$ cat src/rtl/morse_pkg.sv
// -----------------------------------------------------------------------------
// morse_pkg
// Shared definitions for the Morse key front end: FSM state encoding, symbol
// values, letter size and timing defaults (all timings are in 1 ms ticks).
// Also provides the press classifier used by morse_key_timer.
// -----------------------------------------------------------------------------
package morse_pkg;

    typedef enum logic [1:0] {
        ST_IDLE  = 2'd0,
        ST_PRESS = 2'd1,
        ST_GAP   = 2'd2,
        ST_EMIT  = 2'd3
    } state_e;

    typedef enum logic [1:0] {
        CLS_DOT    = 2'd0,
        CLS_DASH   = 2'd1,
        CLS_CANCEL = 2'd2
    } press_cls_e;

    localparam logic SYM_DOT  = 1'b0;
    localparam logic SYM_DASH = 1'b1;

    localparam int unsigned MAX_SYM = 5;

    localparam int unsigned DOT_MAX_DEF    = 300;
    localparam int unsigned DASH_MAX_DEF   = 1000;
    localparam int unsigned GAP_LETTER_DEF = 800;
    localparam int          CNT_W_DEF      = 11;

    // Below dot_max is a dot, up to and including dash_max is a dash,
    // anything longer is treated as the operator abandoning the letter.
    function automatic press_cls_e classify_press(input int unsigned dur,
                                                  input int unsigned dot_max,
                                                  input int unsigned dash_max);
        press_cls_e cls;
        if (dur < dot_max) begin
            cls = CLS_DOT;
        end else if (dur <= dash_max) begin
            cls = CLS_DASH;
        end else begin
            cls = CLS_CANCEL;
        end
        return cls;
    endfunction

endpackage

$ cat src/rtl/duration_counter.sv
// -----------------------------------------------------------------------------
// duration_counter
// Tick-gated up-counter used to time key presses and gaps. Clear has priority
// over the tick, so a key edge landing on a tick restarts the count at 0.
// The count saturates at all-ones instead of wrapping.
//
// Ports:
//   clk      system clock
//   rst      asynchronous active-high reset
//   clr_i    synchronous clear (key edge or flush)
//   tick_i   1 ms strobe, one clk wide
//   cnt_o    current duration in ticks
// -----------------------------------------------------------------------------
module duration_counter #(
    parameter int CNT_W = 11
) (
    input  logic             clk,
    input  logic             rst,
    input  logic             clr_i,
    input  logic             tick_i,
    output logic [CNT_W-1:0] cnt_o
);

    logic [CNT_W-1:0] cnt_q;
    logic [CNT_W-1:0] cnt_d;

    always_comb begin
        cnt_d = cnt_q;
        if (clr_i) begin
            cnt_d = '0;
        end else if (tick_i && (cnt_q != {CNT_W{1'b1}})) begin
            cnt_d = cnt_q + 1'b1;
        end
    end

    always_ff @(posedge clk or posedge rst) begin
        if (rst) begin
            cnt_q <= '0;
        end else begin
            cnt_q <= cnt_d;
        end
    end

    assign cnt_o = cnt_q;

endmodule

$ cat src/rtl/morse_key_timer.sv
// -----------------------------------------------------------------------------
// morse_key_timer
// Decode-mode front end: times presses and gaps on the debounced Morse key,
// classifies each press as dot or dash, collects up to MAX_SYM symbols and
// emits the letter once the key has stayed released for a letter gap.
// Backspace deletes the last buffered symbol, or is forwarded downstream when
// the buffer is already empty.
//
//   state | meaning
//   ------+-----------------------------------------------------------
//   IDLE  | no letter in progress, waiting for a press
//   PRESS | key held, duration counter timing the press
//   GAP   | key released inside a letter, timing the gap
//   EMIT  | one cycle: letter strobe on the outputs, buffer cleared
//
// Ports:
//   clk         system clock
//   rst         asynchronous active-high reset
//   enable      decode mode active; low flushes to IDLE
//   tick        1 ms strobe
//   key_in      debounced key level, 1 = pressed
//   bs_in       debounced backspace level
//   char_code   symbols of the emitted letter, first symbol in bit 0
//   char_len    number of symbols in char_code
//   char_err    letter overflowed MAX_SYM symbols
//   char_valid  one-cycle letter strobe
//   bs_out      one-cycle strobe: delete last decoded character
//   cur_len     live symbol count
//   busy        high in PRESS or GAP
// -----------------------------------------------------------------------------
module morse_key_timer
    import morse_pkg::*;
#(
    parameter int unsigned DOT_MAX    = DOT_MAX_DEF,
    parameter int unsigned DASH_MAX   = DASH_MAX_DEF,
    parameter int unsigned GAP_LETTER = GAP_LETTER_DEF,
    parameter int          CNT_W      = CNT_W_DEF
) (
    input  logic       clk,
    input  logic       rst,
    input  logic       enable,
    input  logic       tick,
    input  logic       key_in,
    input  logic       bs_in,
    output logic [4:0] char_code,
    output logic [2:0] char_len,
    output logic       char_err,
    output logic       char_valid,
    output logic       bs_out,
    output logic [2:0] cur_len,
    output logic       busy
);

    state_e     state_q;
    logic       key_q;
    logic       bs_q;
    logic       armed_q;
    logic [4:0] code_q;
    logic [2:0] len_q;
    logic       ovf_q;
    logic [4:0] char_code_q;
    logic [2:0] char_len_q;
    logic       char_err_q;
    logic       char_valid_q;
    logic       bs_out_q;
    logic       busy_q;

    logic             key_rise;
    logic             key_fall;
    logic             press_start;
    logic             bs_ev;
    logic             cnt_clr;
    logic [CNT_W-1:0] cnt;
    logic             gap_done;

    press_cls_e cls;
    logic       sym;
    logic [4:0] code_app_d;
    logic [2:0] len_app_d;
    logic       ovf_app_d;
    logic [4:0] code_del_d;
    logic [2:0] len_del_d;

    assign key_rise = key_in & ~key_q;
    assign key_fall = ~key_in & key_q;
    assign bs_ev    = bs_in & ~bs_q;

    // A key still held when reset or enable is released must not be taken as
    // a fresh press; the key has to be seen low once before a rise counts.
    assign press_start = key_rise & armed_q;

    assign cnt_clr  = ~enable | key_rise | key_fall;
    assign gap_done = (32'(cnt) >= GAP_LETTER);

    duration_counter #(
        .CNT_W (CNT_W)
    ) u_duration_counter (
        .clk    (clk),
        .rst    (rst),
        .clr_i  (cnt_clr),
        .tick_i (tick),
        .cnt_o  (cnt)
    );

    // Candidate buffer contents for appending the press just ended and for
    // deleting the newest symbol; the FSM picks which one to commit.
    always_comb begin
        cls        = classify_press(32'(cnt), DOT_MAX, DASH_MAX);
        sym        = (cls == CLS_DASH) ? SYM_DASH : SYM_DOT;
        code_app_d = code_q;
        len_app_d  = len_q;
        ovf_app_d  = ovf_q;
        if (32'(len_q) < MAX_SYM) begin
            code_app_d = code_q | (5'(sym) << len_q);
            len_app_d  = len_q + 3'd1;
        end else begin
            ovf_app_d  = 1'b1;
        end
        code_del_d = code_q & ~(5'b00001 << (len_q - 3'd1));
        len_del_d  = len_q - 3'd1;
    end

    always_ff @(posedge clk or posedge rst) begin
        if (rst) begin
            state_q      <= ST_IDLE;
            key_q        <= 1'b0;
            bs_q         <= 1'b0;
            armed_q      <= 1'b0;
            code_q       <= '0;
            len_q        <= '0;
            ovf_q        <= 1'b0;
            char_code_q  <= '0;
            char_len_q   <= '0;
            char_err_q   <= 1'b0;
            char_valid_q <= 1'b0;
            bs_out_q     <= 1'b0;
            busy_q       <= 1'b0;
        end else begin
            key_q        <= key_in;
            bs_q         <= bs_in;
            armed_q      <= armed_q | ~key_in;
            char_valid_q <= 1'b0;
            bs_out_q     <= 1'b0;

            if (!enable) begin
                state_q     <= ST_IDLE;
                armed_q     <= 1'b0;
                code_q      <= '0;
                len_q       <= '0;
                ovf_q       <= 1'b0;
                char_code_q <= '0;
                char_len_q  <= '0;
                char_err_q  <= 1'b0;
                busy_q      <= 1'b0;
            end else begin
                case (state_q)
                    ST_IDLE: begin
                        if (press_start) begin
                            state_q <= ST_PRESS;
                            busy_q  <= 1'b1;
                        end else if (bs_ev) begin
                            if (len_q != 3'd0) begin
                                code_q <= code_del_d;
                                len_q  <= len_del_d;
                                ovf_q  <= 1'b0;
                            end else begin
                                bs_out_q <= 1'b1;
                            end
                        end
                    end

                    ST_PRESS: begin
                        if (key_fall) begin
                            if (cls == CLS_CANCEL) begin
                                state_q <= ST_IDLE;
                                code_q  <= '0;
                                len_q   <= '0;
                                ovf_q   <= 1'b0;
                                busy_q  <= 1'b0;
                            end else begin
                                state_q <= ST_GAP;
                                code_q  <= code_app_d;
                                len_q   <= len_app_d;
                                ovf_q   <= ovf_app_d;
                            end
                        end
                    end

                    ST_GAP: begin
                        if (press_start) begin
                            state_q <= ST_PRESS;
                        end else if (gap_done) begin
                            busy_q <= 1'b0;
                            if (len_q != 3'd0) begin
                                // Output registers load on entry so the strobe
                                // is visible during the EMIT cycle itself.
                                state_q      <= ST_EMIT;
                                char_code_q  <= code_q;
                                char_len_q   <= len_q;
                                char_err_q   <= ovf_q;
                                char_valid_q <= 1'b1;
                            end else begin
                                state_q <= ST_IDLE;
                            end
                        end else if (bs_ev && (len_q != 3'd0)) begin
                            code_q <= code_del_d;
                            len_q  <= len_del_d;
                            ovf_q  <= 1'b0;
                        end
                    end

                    ST_EMIT: begin
                        code_q      <= '0;
                        len_q       <= '0;
                        ovf_q       <= 1'b0;
                        char_code_q <= '0;
                        char_len_q  <= '0;
                        char_err_q  <= 1'b0;
                        // The letter has already left, so a backspace here
                        // deletes it downstream.
                        if (bs_ev) begin
                            bs_out_q <= 1'b1;
                        end
                        if (press_start) begin
                            state_q <= ST_PRESS;
                            busy_q  <= 1'b1;
                        end else begin
                            state_q <= ST_IDLE;
                        end
                    end

                    default: begin
                        state_q <= ST_IDLE;
                        busy_q  <= 1'b0;
                    end
                endcase
            end
        end
    end

    assign char_code  = char_code_q;
    assign char_len   = char_len_q;
    assign char_err   = char_err_q;
    assign char_valid = char_valid_q;
    assign bs_out     = bs_out_q;
    assign cur_len    = len_q;
    assign busy       = busy_q;

endmodule

$ cat config.mk
export PLATFORM = sky130hd
export DESIGN_NAME = morse_key_timer
export DESIGN_NICKNAME = d
export VERILOG_FILES = /design/src/rtl/morse_pkg.sv /design/src/rtl/duration_counter.sv /design/src/rtl/morse_key_timer.sv
export SDC_FILE = /design/constraint.sdc
export NUM_CORES = 1
export LEC_CHECK = 0
export ABC_AREA = 1
export BUFFER_PORTS_ARGS = -buffer_cell sky130_fd_sc_hd__buf_2
export CAP_MARGIN = 25
export CORE_UTILIZATION = 52
export DETAILED_ROUTE_END_ITERATION = 7
export GPL_TIMING_DRIVEN = 0
export PLACE_DENSITY = 0.69
export RECOVER_POWER = 25
export REMOVE_ABC_BUFFERS = 1
export SLEW_MARGIN = 20
export SYNTH_ARGS = -nofsm -noshare
export SYNTH_HDL_FRONTEND = slang
export SYNTH_HIERARCHICAL = 1
export SYNTH_SLANG_ARGS = --single-unit
export TNS_END_PERCENT = 10
$ cat constraint.sdc
create_clock -name clk -period 2.61 [get_ports clk]
set_clock_uncertainty 0.2 [all_clocks]
set_input_delay 0.1305 -clock clk [delete_from_list [all_inputs] [get_ports clk]]
set_output_delay 0.1305 -clock clk [all_outputs]
set_load 0.05 [all_outputs]
# == Word-level counts from Yosys, hierarchy flattened ==
# Cells that the tools add are included.
# word_totals
register_bits,37
out_inout_bits,15
# classes
add_sub_neg,3
n_lt_le_gt_ge,4
eq_ne,22
shift,2
mux,81
bitwise_logic,14
n_reduce_logical,11
# op_table
op,n
2-to-1 mux 5 bit,14
2-to-1 mux 3 bit,14
2-to-1 mux 1 bit,33
inequality test 3 bit (second input constant),11
2-to-1 mux 11 bit,2
one-hot mux 5 bit (4 select lines),1
2-to-1 mux 2 bit,9
AND reduction 8 bit,2
inequality test 4 bit (second input constant),3
one-hot mux 3 bit (4 select lines),1
adder 11 x 1 -> 11 bit (second input constant),1
greater-or-equal comparator 11 x 10 -> 1 bit (second input constant),1
<= comparator 11 x 10 -> 1 bit (second input constant),1
less-than comparator 11 x 9 -> 1 bit (second input constant),1
inequality test 11 bit (second input constant),1
one-hot mux 5 bit (2 select lines),1
one-hot mux 2 bit (4 select lines),1
== test 2 bit (second input constant),3
one-hot mux 3 bit (2 select lines),1
bitwise AND 5 bit,1
inverter 5 bit,1
bitwise OR 5 bit,1
AND reduction 5 bit,1
left shift 1 x 3 -> 5 bit,1
20 further kinds,31

# == Depth between registers and ports, before layout ==
# logic_depth
depth_word,12
mapped_depth,13
ltp_nobuf,13

# == Cells and area by module ==
# The synthesis kept the hierarchy.
# by_module_without_submodules
mod,instances,cells_per_inst,area_per_inst_um2,seq_area_each_um2
morse_key_timer,1,232,1876.8,650.6
duration_counter,1,95,661.9,275.3

# == Least setup slack after synthesis ==
# No wires, ideal clock.
# synth_path
path_type,register to register
from,register len_q[0] (netlist: cur_len[0])
to,register code_q[4]
setup_time_ns,0.073
arrival_time_ns,2.008
slack_ns,0.329
stages_incl_launch_ff,14
n_path_buf,0
cell_sequence,dfrtp_1 > inv_1 > ha_1 > nand2_4 > nand2_1 > nand2_1 > nand2_2 > nor2_4 > nand2_2 > clkinv_4 > nand2_8 > inv_8 > nand2_2 > a21oi_2
# synth_between
elab_chain_len,9
word_cells_on_any_way,24
classes_between,1 x add/sub; 1 x order compare; 3 x eq/ne; 2 x shift; 11 x mux; 3 x bitwise; 3 x reduce/logical
# synth_lines
item,line_no,rtl
"start, declared",morse_key_timer.sv:59,logic [2:0] len_q;
"start signal, assigned",morse_key_timer.sv:164,len_q <= len_del_d;
"start signal, assigned",morse_key_timer.sv:183,len_q <= len_app_d;
"start signal, assigned",morse_key_timer.sv:207,len_q <= len_del_d;
subtractor 3 x 1 -> 3 bit,morse_key_timer.sv:119,code_del_d = code_q & ~(5'b00001 << (len_q - 3'd1));
left shift 1 x 3 -> 5 bit,morse_key_timer.sv:119,
inverter 5 bit,morse_key_timer.sv:119,
bitwise AND 5 bit,morse_key_timer.sv:119,
"2-to-1 mux 5 bit, on equally long branches","morse_key_timer.sv:205, morse_key_timer.sv:162",
"2-to-1 mux 5 bit, on equally long branches","morse_key_timer.sv:192, morse_key_timer.sv:161",
"2-to-1 mux 5 bit, on equally long branches","morse_key_timer.sv:190, morse_key_timer.sv:158",
one-hot mux 5 bit (4 select lines),morse_key_timer.sv:156,case (state_q)
2-to-1 mux 5 bit,morse_key_timer.sv:145,if (!enable) begin
"end signal, assigned",morse_key_timer.sv:163,code_q <= code_del_d;
"end signal, assigned",morse_key_timer.sv:182,code_q <= code_app_d;
"end signal, assigned",morse_key_timer.sv:206,code_q <= code_del_d;
"end, declared",morse_key_timer.sv:58,logic [4:0] code_q;
# Several ways; a longest one is shown, not always the timed one. The select of a mux whose other input is x is not followed.
# A chain may end at the register's enable or synchronous reset.

# == Worst setup path after layout ==
# Ends and elaborated chain as after synthesis.

==> results.cfg <==
[status]
status = finished, final reports clean

[worst_setup_path]
cp_common_cell = nand2_2
critPathMaxStageDelay_ns = 0.51
reg2reg_slack_ns = 0.52
crit_path_top_delay_cell = dfrtp_1
cp.arrival_ns = 2.10
startpoint_type = register
path_class = reg -> reg
crit_path_end_kind = register
worstPathCellList = inv_1, ha_1, nand2_4, nand2_1, nand2_1, nand2_2, nor2_4, nand2_2, clkinv_4, nand2_8, inv_8, nand2_2, a21oi_2
crit_required_ns = 2.63
path_max_fanout = 10

[synthesis]
synthArstFlopShare_pct = 100.0
synth-edff-count = 0
synth-seq-area-share_pct = 36.47
netlist_instances = 327
synth-main-ff-cell = dfrtp_1
ys_seq_elements = 37
ys_types = 40
synth_warnings = 6
syn_area_per_cell_um2 = 7.764
syn_area_mm2 = 0.002539

[sta]
setup_viol = 0
slew_headroom_pct = 31.34
post-route-period-util_pct = 79.93
fin_tns_setup_ns = 0
worst_slew_pin_slew_ns = 1.030
drv_slew = 0
grt_setup_unrepaired = no
min_period_ns = 2.086
finalHoldViolCount = 0
fmax_mhz = 479.3

[power_and_ir_drop]
vdd_drop_max_uv = 320.6
total_power_mw = 2.397
power.density_mw_per_mm2 = 848.0
leakage_nw = 1.434

[floorplanning]
die_x_um = 71.87
core_mm2 = 0.004723
io_pins = 21
dieArea_mm2 = 0.005165
die_h_um = 71.87
num_rows = 25
start_util_pct = 53.75

[route]
drt_wl_total_mm = 4.938
drc_errors = 0
firstDrtPassIters = 4
first_iter_violations = 150
ant_nets = 0
vias = 2115
vias_per_cell = 4.988
wl_per_cell_um = 11.65

[clock_network]
cts_root_buffer = clkbuf_8
clkLatencyLatePin_ns = 0.28
clkTransAtPathRegs_ns = 0.07
numCtsBuffers = 5
cts_tree = done
cts_buffer_depth = 2
htree_levels = 2
clock-sinks = 37
cts_setup_buffers = 0
post_cts_resized = 0

[layout]
antenna_cells = 0
drive_gt1_share_pct = 22.41
syn_to_final_growth_pct = 11.34
num-nets-final = 374
layout_common_cells = nand2_1, inv_1, dfrtp_1
final_common_cell = nand2_1

[min_path]
hp-class = in -> async

[global_routing]
grt_use_total_pct = 21.72
antenna_found_initial = 0
grt_max_degree = 20
grt_pass1_vias = 1998
grt_pass1_wl_mm = 8.790
gr-total-overflow = 0

[placement]
dp_hpwl_mm = 3.727
numPortBuffers = 20
globalplace.congestion = 0.8599

[run]
cap_violations = 0
[cells by family (layout without fill, tap and decap cells)]
| family | count (synthesis) | after routing | share of synthesized area [%] |
|---|---|---|---|
| xor gates and xnor gates | 3 | 3 | 1.035 |
| AOI/OAI and AO/OA | 47 | 47 | 11.53 |
| adders and majority gates | 11 | 11 | 5.421 |
| DFF | 37 | 37 | 36.47 |
| buffers and inverters | 53 | 83 | 9.462 |
| and+or+nand+nor | 176 | 176 | 36.08 |
[synth_stat cells, types with 2 or more instances]
| cell type | number | area share (%) |
|---|---|---|
| nand2_1 | 82 | 12 |
| inv_1 | 40 | 5.9 |
| dfrtp_1 | 37 | 36 |
| nor2_1 | 27 | 4.0 |
| nand3_1 | 15 | 3.0 |
| nand2_2 | 14 | 3.4 |
| a21oi_1 | 12 | 2.4 |
| ha_1 | 11 | 5.4 |
| nand4_1 | 10 | 2.5 |
| nand2_4 | 9 | 4.0 |
| o21ai_1 | 9 | 1.8 |
| o21ai_0 | 6 | 1.2 |
| inv_2 | 5 | 0.74 |
| a21oi_2 | 4 | 1.4 |
| nor2_4 | 4 | 1.8 |
| a22oi_1 | 3 | 0.89 |
| buf_6 | 3 | 1.3 |
| nand3_2 | 3 | 1.2 |
| nor2_2 | 3 | 0.74 |
| o21ai_2 | 3 | 1.0 |
| o21bai_1 | 3 | 0.89 |
| o22ai_1 | 3 | 0.74 |
| inv_4 | 2 | 0.49 |
| nor3_1 | 2 | 0.39 |
| xor2_1 | 2 | 0.69 |
[layer usage]
layer  GRT usage (%)  vias up  wire length, um
met1           26.79      971             2334
met2           38.05       34             2410
met5               0        -                0
met3           4.219        4              159
li1                -     1106                -
met4           7.190        0               34
[power breakdown]
| part | leakage (nW) | internal, mW | switching, mW |
|---|---|---|---|
| registers | 0.495 | 0.679 | 0.0934 |
| logic | 0.894 | 0.404 | 0.819 |
| clock network | 0.0443 | 0.210 | 0.192 |
| total | 1.43 | 1.29 | 1.10 |
[critical path: cells and delay by family, from the launching register on]
family,cells,cell delay [ns]
DFF,1,0.51
AOI/OAI and AO/OA,1,0.11
and+or+nand+nor,8,0.53
buffers and inverters,3,0.37
adders and majority gates,1,0.28
[sequential cells by signal, summed over array words and instances (netlist names)]
signal and flops:
key_q 1, cur_len 3, u_duration_counter/cnt_o 11, char_code 5, code_q 5, ovf_q 1
busy 1, bs_q 1, armed_q 1, bs_out 1, char_valid 1, char_err 1
state_q 2, char_len 3
[worst paths after layout]
path | depth (start not counted) | from | endpoint
worst max-delay path | 13 | cur_len[0] | code_q[4]
worst min-delay path | 3 | rst | code_q[2]
worst max register to register | 13 | cur_len[0] | code_q[4]
worst min register to register | 1 | bs_q | bs_out
max in group asynchronous | 4 | rst | ovf_q
min in group clk | 1 | bs_q | bs_out
[layout make-up]
class	count	area, um^2
Fill cell	451	1897
Sequential cell	37	925.9
Tap cell	67	83.83
Timing Repair Buffer	26	151.4
Multi-Input combinational cell	237	1373
Inverter	50	206.4
Clock buffer	7	86.33
[per-stage QoR]
step	util (%)	cells	setup WS [ns]	cell area, um^2	hold slack (ns)
after floorplan	-	324	0.3282	2505	-0.2171
after global placement	56.93	411	0.5358	2689	-0.03645
after detailed placement	57.51	412	0.5238	2716	-0.03878
after CTS	60.40	424	0.5009	2853	0.1955
after global routing	59.84	424	0.3427	2826	0.1815
final	59.84	424	0.5238	2826	0.1472
[what timing repair did]
action / CTS / global route
hold buffers: 5 / 0
setup endpoints to repair: 0 / 0
hold endpoints to repair: 43 / 0
Note: power is estimated with default switching activity, not from simulation.
